## src/rtl/max7219_pkg.sv

```systemverilog
// Shared MAX7219 constants: register addresses, transmitter FSM states and
// the power-up init command list.
package max7219_pkg;

    localparam logic [3:0] ADDR_NOOP       = 4'h0;
    localparam logic [3:0] ADDR_DIGIT0     = 4'h1;
    localparam logic [3:0] ADDR_DIGIT1     = 4'h2;
    localparam logic [3:0] ADDR_DIGIT2     = 4'h3;
    localparam logic [3:0] ADDR_DIGIT3     = 4'h4;
    localparam logic [3:0] ADDR_DIGIT4     = 4'h5;
    localparam logic [3:0] ADDR_DIGIT5     = 4'h6;
    localparam logic [3:0] ADDR_DIGIT6     = 4'h7;
    localparam logic [3:0] ADDR_DIGIT7     = 4'h8;
    localparam logic [3:0] ADDR_DECODE     = 4'h9;
    localparam logic [3:0] ADDR_INTENSITY  = 4'hA;
    localparam logic [3:0] ADDR_SCAN_LIMIT = 4'hB;
    localparam logic [3:0] ADDR_SHUTDOWN   = 4'hC;
    localparam logic [3:0] ADDR_TEST       = 4'hF;

    typedef enum logic [2:0] {
        ST_IDLE,
        ST_SETUP,
        ST_SHIFT_LO,
        ST_SHIFT_HI,
        ST_LATCH
    } state_t;

    typedef struct packed {
        logic [3:0] addr;
        logic [7:0] data;
    } init_cmd_t;

    localparam int unsigned INIT_LEN = 5;

    // Broadcast to every device in this order after reset
    localparam init_cmd_t INIT_SEQ [INIT_LEN] = '{
        '{addr: ADDR_SHUTDOWN,   data: 8'h01},
        '{addr: ADDR_SCAN_LIMIT, data: 8'h07},
        '{addr: ADDR_DECODE,     data: 8'h00},
        '{addr: ADDR_INTENSITY,  data: 8'h08},
        '{addr: ADDR_TEST,       data: 8'h00}
    };

endpackage

```

## src/rtl/max7219_tx_prescaler.sv

```systemverilog
// Phase timer: one-cycle tick after G_CLK_DIV cycles in the same FSM state.
module max7219_tx_prescaler #(
    parameter int unsigned G_CLK_DIV = 4
) (
    input  logic clk,
    input  logic rst,
    input  logic clr,
    output logic tick
);

    localparam int unsigned CW = $clog2(G_CLK_DIV + 1);

    logic [CW-1:0] cnt;

    assign tick = (cnt == CW'(G_CLK_DIV - 1));

    always_ff @(posedge clk or posedge rst) begin
        if (rst) begin
            cnt <= '0;
        end else if (clr || tick) begin
            cnt <= '0;
        end else begin
            cnt <= cnt + CW'(1);
        end
    end

endmodule

```

## src/rtl/max7219_daisy_tx.sv

```systemverilog
// Daisy-chain MAX7219 transmitter: shifts one 16-bit word per device, farthest
// first, then strobes LOAD. Define MAX7219_DAISY_TX_INIT_EN for the init sequencer.
module max7219_daisy_tx
    import max7219_pkg::*;
#(
    parameter int unsigned G_NB_MATRIX = 8,
    parameter int unsigned G_CLK_DIV   = 4
) (
    input  logic                     clk,
    input  logic                     rst,
    input  logic                     i_start,
    input  logic [4*G_NB_MATRIX-1:0] i_addr,
    input  logic [8*G_NB_MATRIX-1:0] i_data,
    output logic                     o_busy,
    output logic                     o_done,
    output logic                     o_max7219_clk,
    output logic                     o_max7219_din,
    output logic                     o_max7219_load
);

    localparam int unsigned NB_BITS = 16 * G_NB_MATRIX;
    localparam int unsigned BW      = $clog2(NB_BITS + 1);

    state_t             state, next_state;
    logic               tick, clr;
    logic [NB_BITS-1:0] sreg, load_word;
    logic [BW-1:0]      bit_cnt;
    logic               start_go, last_bit, tx_end, shift_step;
    logic               hold_busy, done_ok;
    logic               busy_d, done_d, clk_d, din_d, load_d;

    assign last_bit   = (bit_cnt == BW'(NB_BITS - 1));
    assign tx_end     = (state == ST_LATCH) && tick;
    assign shift_step = (state == ST_SHIFT_HI) && tick && !last_bit;
    assign clr        = (next_state != state) || (state == ST_IDLE);

    max7219_tx_prescaler #(.G_CLK_DIV(G_CLK_DIV)) u_prescaler (
        .clk  (clk),
        .rst  (rst),
        .clr  (clr),
        .tick (tick)
    );

`ifdef MAX7219_DAISY_TX_INIT_EN
    logic       init_run;
    logic [2:0] init_idx;
    logic       init_last;

    assign init_last = (init_idx == 3'(INIT_LEN - 1));
    assign start_go  = (state == ST_IDLE) && (init_run || i_start);
    assign hold_busy = init_run && !(tx_end && init_last);
    assign done_ok   = !init_run || init_last;

    // Walks the init list, one entry per completed transaction
    always_ff @(posedge clk or posedge rst) begin
        if (rst) begin
            init_run <= 1'b1;
            init_idx <= '0;
        end else if (tx_end && init_run) begin
            if (init_last) begin
                init_run <= 1'b0;
            end else begin
                init_idx <= init_idx + 3'(1);
            end
        end
    end

    always_comb begin
        load_word = '0;
        for (int i = 0; i < G_NB_MATRIX; i++) begin
            if (init_run) begin
                load_word[16*i +: 16] = {4'h0, INIT_SEQ[init_idx].addr, INIT_SEQ[init_idx].data};
            end else begin
                load_word[16*i +: 16] = {4'h0, i_addr[4*i +: 4], i_data[8*i +: 8]};
            end
        end
    end
`else
    assign start_go  = (state == ST_IDLE) && i_start;
    assign hold_busy = 1'b0;
    assign done_ok   = 1'b1;

    // Matrix N-1 lands in the top word so it leaves first
    always_comb begin
        load_word = '0;
        for (int i = 0; i < G_NB_MATRIX; i++) begin
            load_word[16*i +: 16] = {4'h0, i_addr[4*i +: 4], i_data[8*i +: 8]};
        end
    end
`endif

    always_ff @(posedge clk or posedge rst) begin
        if (rst) begin
            state          <= ST_IDLE;
            o_busy         <= 1'b0;
            o_done         <= 1'b0;
            o_max7219_clk  <= 1'b0;
            o_max7219_din  <= 1'b0;
            o_max7219_load <= 1'b1;
        end else begin
            state          <= next_state;
            o_busy         <= busy_d;
            o_done         <= done_d;
            o_max7219_clk  <= clk_d;
            o_max7219_din  <= din_d;
            o_max7219_load <= load_d;
        end
    end

    always_comb begin
        next_state = state;
        case (state)
            ST_IDLE:     if (start_go) next_state = ST_SETUP;
            ST_SETUP:    if (tick)     next_state = ST_SHIFT_LO;
            ST_SHIFT_LO: if (tick)     next_state = ST_SHIFT_HI;
            ST_SHIFT_HI: if (tick)     next_state = last_bit ? ST_LATCH : ST_SHIFT_LO;
            ST_LATCH:    if (tick)     next_state = ST_IDLE;
            default:                   next_state = ST_IDLE;
        endcase
    end

    // Pin values for the upcoming state; din only moves as clk falls or at start
    always_comb begin
        busy_d = (next_state != ST_IDLE) || hold_busy;
        done_d = tx_end && done_ok;
        clk_d  = (next_state == ST_SHIFT_HI);
        load_d = (next_state == ST_IDLE) || (next_state == ST_LATCH);
        din_d  = o_max7219_din;
        if (start_go) begin
            din_d = load_word[NB_BITS-1];
        end else if (shift_step) begin
            din_d = sreg[NB_BITS-2];
        end else if (load_d) begin
            din_d = 1'b0;
        end
    end

    always_ff @(posedge clk or posedge rst) begin
        if (rst) begin
            sreg    <= '0;
            bit_cnt <= '0;
        end else if (start_go) begin
            sreg    <= load_word;
            bit_cnt <= '0;
        end else if ((state == ST_SHIFT_HI) && tick) begin
            bit_cnt <= bit_cnt + BW'(1);
            if (!last_bit) begin
                sreg <= {sreg[NB_BITS-2:0], 1'b0};
            end
        end
    end

endmodule

```

## config.mk

```make
export PLATFORM = sky130hd
export DESIGN_NAME = max7219_daisy_tx
export DESIGN_NICKNAME = d
export VERILOG_FILES = /design/src/rtl/max7219_pkg.sv /design/src/rtl/max7219_tx_prescaler.sv /design/src/rtl/max7219_daisy_tx.sv
export SDC_FILE = /design/constraint.sdc
export NUM_CORES = 1
export LEC_CHECK = 0
export CORE_UTILIZATION = 45
export DETAILED_ROUTE_END_ITERATION = 8
export GPL_ROUTABILITY_DRIVEN = 0
export PLACE_DENSITY = 0.68
export SLEW_MARGIN = 40
export SYNTH_ARGS = -nofsm -noshare
export SYNTH_HDL_FRONTEND = slang
export SYNTH_SLANG_ARGS = --single-unit
```

## constraint.sdc

```tcl
create_clock -name clk -period 6.2 [get_ports clk]
set_clock_uncertainty 0.1 [all_clocks]
set_input_delay 1.86 -clock clk [delete_from_list [all_inputs] [get_ports clk]]
set_output_delay 1.86 -clock clk [all_outputs]
set_load 0.03 [all_outputs]
```

==> results.py <==
metrics = {
    "timing": {
        "min_period_ps": 3550,
        "fin_tns_setup_ps": 0,
        "setup_violations": 0,
        "slew_headroom_pct": 50.4,
        "rsz0062_at_grt": "no",
        "min_period_over_period_pct": 57.3,
        "slew_viol_final": 0,
        "tightest_slew_ps": 744,
        "hold_violations": 0,
        "max_freq_ghz": 0.282,
    },
    "die": {
        "die-area_um2": 14900,
        "die_w_um": 122,
        "start_util_pct": 46.4,
        "io_pins": 104,
        "coreArea_um2": 13900,
        "rows": 43,
        "fp.dieH_um": 122,
    },
    "synth": {
        "ys_ff_latch": 146,
        "synth-seq-area-share_pct": 56.5,
        "synthDistinctLibCells": 33,
        "avgSynthCellArea_um2": 8.74,
        "synth_area_leaders": "dfrtp_1 (56%), nand2_1 (14%), nand3_1 (13%)",
        "synth_area_um2": 6470,
        "synth_edf_count": 0,
        "synthesis.nets": 842,
        "ys_async_sr_fraction_pct": 100,
        "syn_inst": 740,
        "synth_area_leader_cell": "dfrtp_1",
        "synthFlopType": "dfrtp_1",
        "synth_top_area_share_pct": 56.1,
        "ys.warnings.count": 0,
    },
    "placement": {
        "port_buffers": 103,
        "hpwl_um": 7970,
    },
    "worst_setup_path": {
        "critPathMaxFanout": 70,
        "crit_end": "sreg[59]",
        "timing.rr.end": "sreg[59]",
        "r2r_start": "u_prescaler.cnt[0]",
        "critPathCaptureType": "register",
        "crit_required_ps": 6430,
        "startpoint_type": "input pin",
        "reg2reg_depth": 7,
        "r2r_slack_ps": 3210,
        "startpoint": "i_start",
        "setup.worst_path.class": "in2reg",
        "arrival_ps": 3780,
    },
    "clocking": {
        "cts_resized": 0,
        "cts_buffers": 17,
        "clock_sinks": 146,
        "clkTransAtPathRegs_ps": 60,
        "hold_buffers": 0,
        "cts_tree": "built",
        "clk_path_buf_depth": 2,
        "cts_setup_buffers": 0,
        "root_buffer": "clkbuf_16",
        "clk_latency_ps": 410,
        "h-tree-depth": 4,
    },
    "worst_hold_path": {
        "worstHoldPathType": "reg2reg",
        "holdPathStages": 1,
    },
    "global_route": {
        "grt_use_total_pct": 19.9,
        "first_global_vias": 5258,
        "antenna_found_initial": 0,
        "grt_pass1_wl_um": 23300,
        "grt_max_degree": 122,
        "grt-ovfl-total": 0,
    },
    "route": {
        "vias": 5409,
        "wire_per_inst_um": 13.7,
        "drtPass1Iterations": 5,
        "drt-initial-drc-count": 512,
        "viasPerCell": 5.38,
        "wl_um": 13800,
        "drc": 0,
        "drtAntennaViolNets": 0,
    },
    "power": {
        "p_leak_nw": 3.63,
        "powerDensity_nw_per_um2": 456,
        "power.total_w": 0.00372,
        "ir_worst_vdd_uv": 226,
    },
    "final_layout": {
        "finish.net_count": 915,
        "area_delta_synth_final_pct": 26.1,
        "final_cell_mix": "nand2_1 (247), nand3_1 (171), dfrtp_1 (145), clkdlybuf4s50_1 (103), a21oi_1 (52)",
        "diodes": 0,
        "mostFrequentLayoutCell": "nand2_1",
        "drive_gt1_share_pct": 5.21,
    },
    "status": {
        "status": "completed",
    },
    "run": {
        "drv_cap": 0,
    },
}
==> worst min-delay path by stage <==
stage          slack, ps            endpoint               start
2_1_floorplan        310  u_prescaler.cnt[0]  u_prescaler.cnt[0]
3_3_place_gp         320  u_prescaler.cnt[0]  u_prescaler.cnt[0]
3_5_place_dp         330  u_prescaler.cnt[0]  u_prescaler.cnt[0]
4_1_cts              340  u_prescaler.cnt[0]  u_prescaler.cnt[0]
5_1_grt              350  u_prescaler.cnt[0]  u_prescaler.cnt[0]
6_report             330  u_prescaler.cnt[0]  u_prescaler.cnt[0]
==> per-layer routing <==
metal	vias up	share of wire (%)	wire (µm)	track usage, %
met4	0	1.0	142	6.79
met1	2642	45	6130	23.8
met2	158	49	6750	34.5
met5	-	0	0	0
met3	12	5.3	736	5.15
li1	2597	-	-	-
==> where the power goes <==
group	internal, W	switching, W
clock	0.000763	0.000382
combinational	0.000412	0.000542
sequential	0.00138	0.000237
total	0.00256	0.00116
==> state kept, by name, summed over array words and instances, names as in the netlist <==
signal	flops
bit_cnt	8
o_busy	1
o_done	1
o_max7219_clk	1
o_max7219_din	1
o_max7219_load	1
sreg	127
state	3
u_prescaler.cnt	3
==> area by class of cell <==
| type | instances | area (µm²) |
|---|---|---|
| clock buffer | 21 | 450 |
| clock inverter | 11 | 208 |
| fill | 1230 | 5780 |
| inverter | 5 | 31.3 |
| multi-input combinational | 533 | 2470 |
| sequential | 146 | 3650 |
| tap | 180 | 225 |
| timing repair buffer | 110 | 1120 |
==> synth_stat cells (2+ instances only) <==
| cell | number |
|---|---|
| a21oi_1 | 52 |
| a22oi_1 | 2 |
| and3_1 | 2 |
| buf_2 | 33 |
| buf_4 | 9 |
| buf_6 | 9 |
| clkbuf_1 | 5 |
| dfrtp_1 | 145 |
| ha_1 | 3 |
| inv_1 | 5 |
| nand2_1 | 247 |
| nand3_1 | 172 |
| nand3b_1 | 2 |
| nand4_1 | 3 |
| nor2_1 | 21 |
| nor3_1 | 3 |
| nor4_1 | 2 |
| o21ai_0 | 4 |
| xnor2_1 | 4 |
| xor2_1 | 4 |
==> worst max-delay path, cell delays in order <==
cell and delay [ps]:
clkdlybuf4s50_1 580, and3_4 670, buf_12 370, a21oi_1 70, a21oi_1 190
==> metrics by stage <==
step                hold WS, ps  instances  setup slack (ps)  utilization (%)  instance area (µm²)
floorplan                   310        740               319                -                 6470
global placement            319        972              2230             53.5                 7450
detailed placement          329        974              2250             53.8                 7490
CTS                         337       1006              2640             58.5                 8150
global route                346       1006              2500             58.5                 8160
finish                      333       1006              2650             58.5                 8160
==> kinds of logic (layout without fill, tap and decap cells) <==
family | after synthesis | count (layout) | share of synthesized area, %
flops | 146 | 146 | 56.5
simple gates | 459 | 459 | 30.8
xor+xnor | 8 | 8 | 1.08
buf+inv | 61 | 147 | 5.75
fa+ha+maj | 3 | 3 | 0.580
compound gates | 63 | 63 | 5.30
No activity file was read; power rests on OpenSTA's default activity.
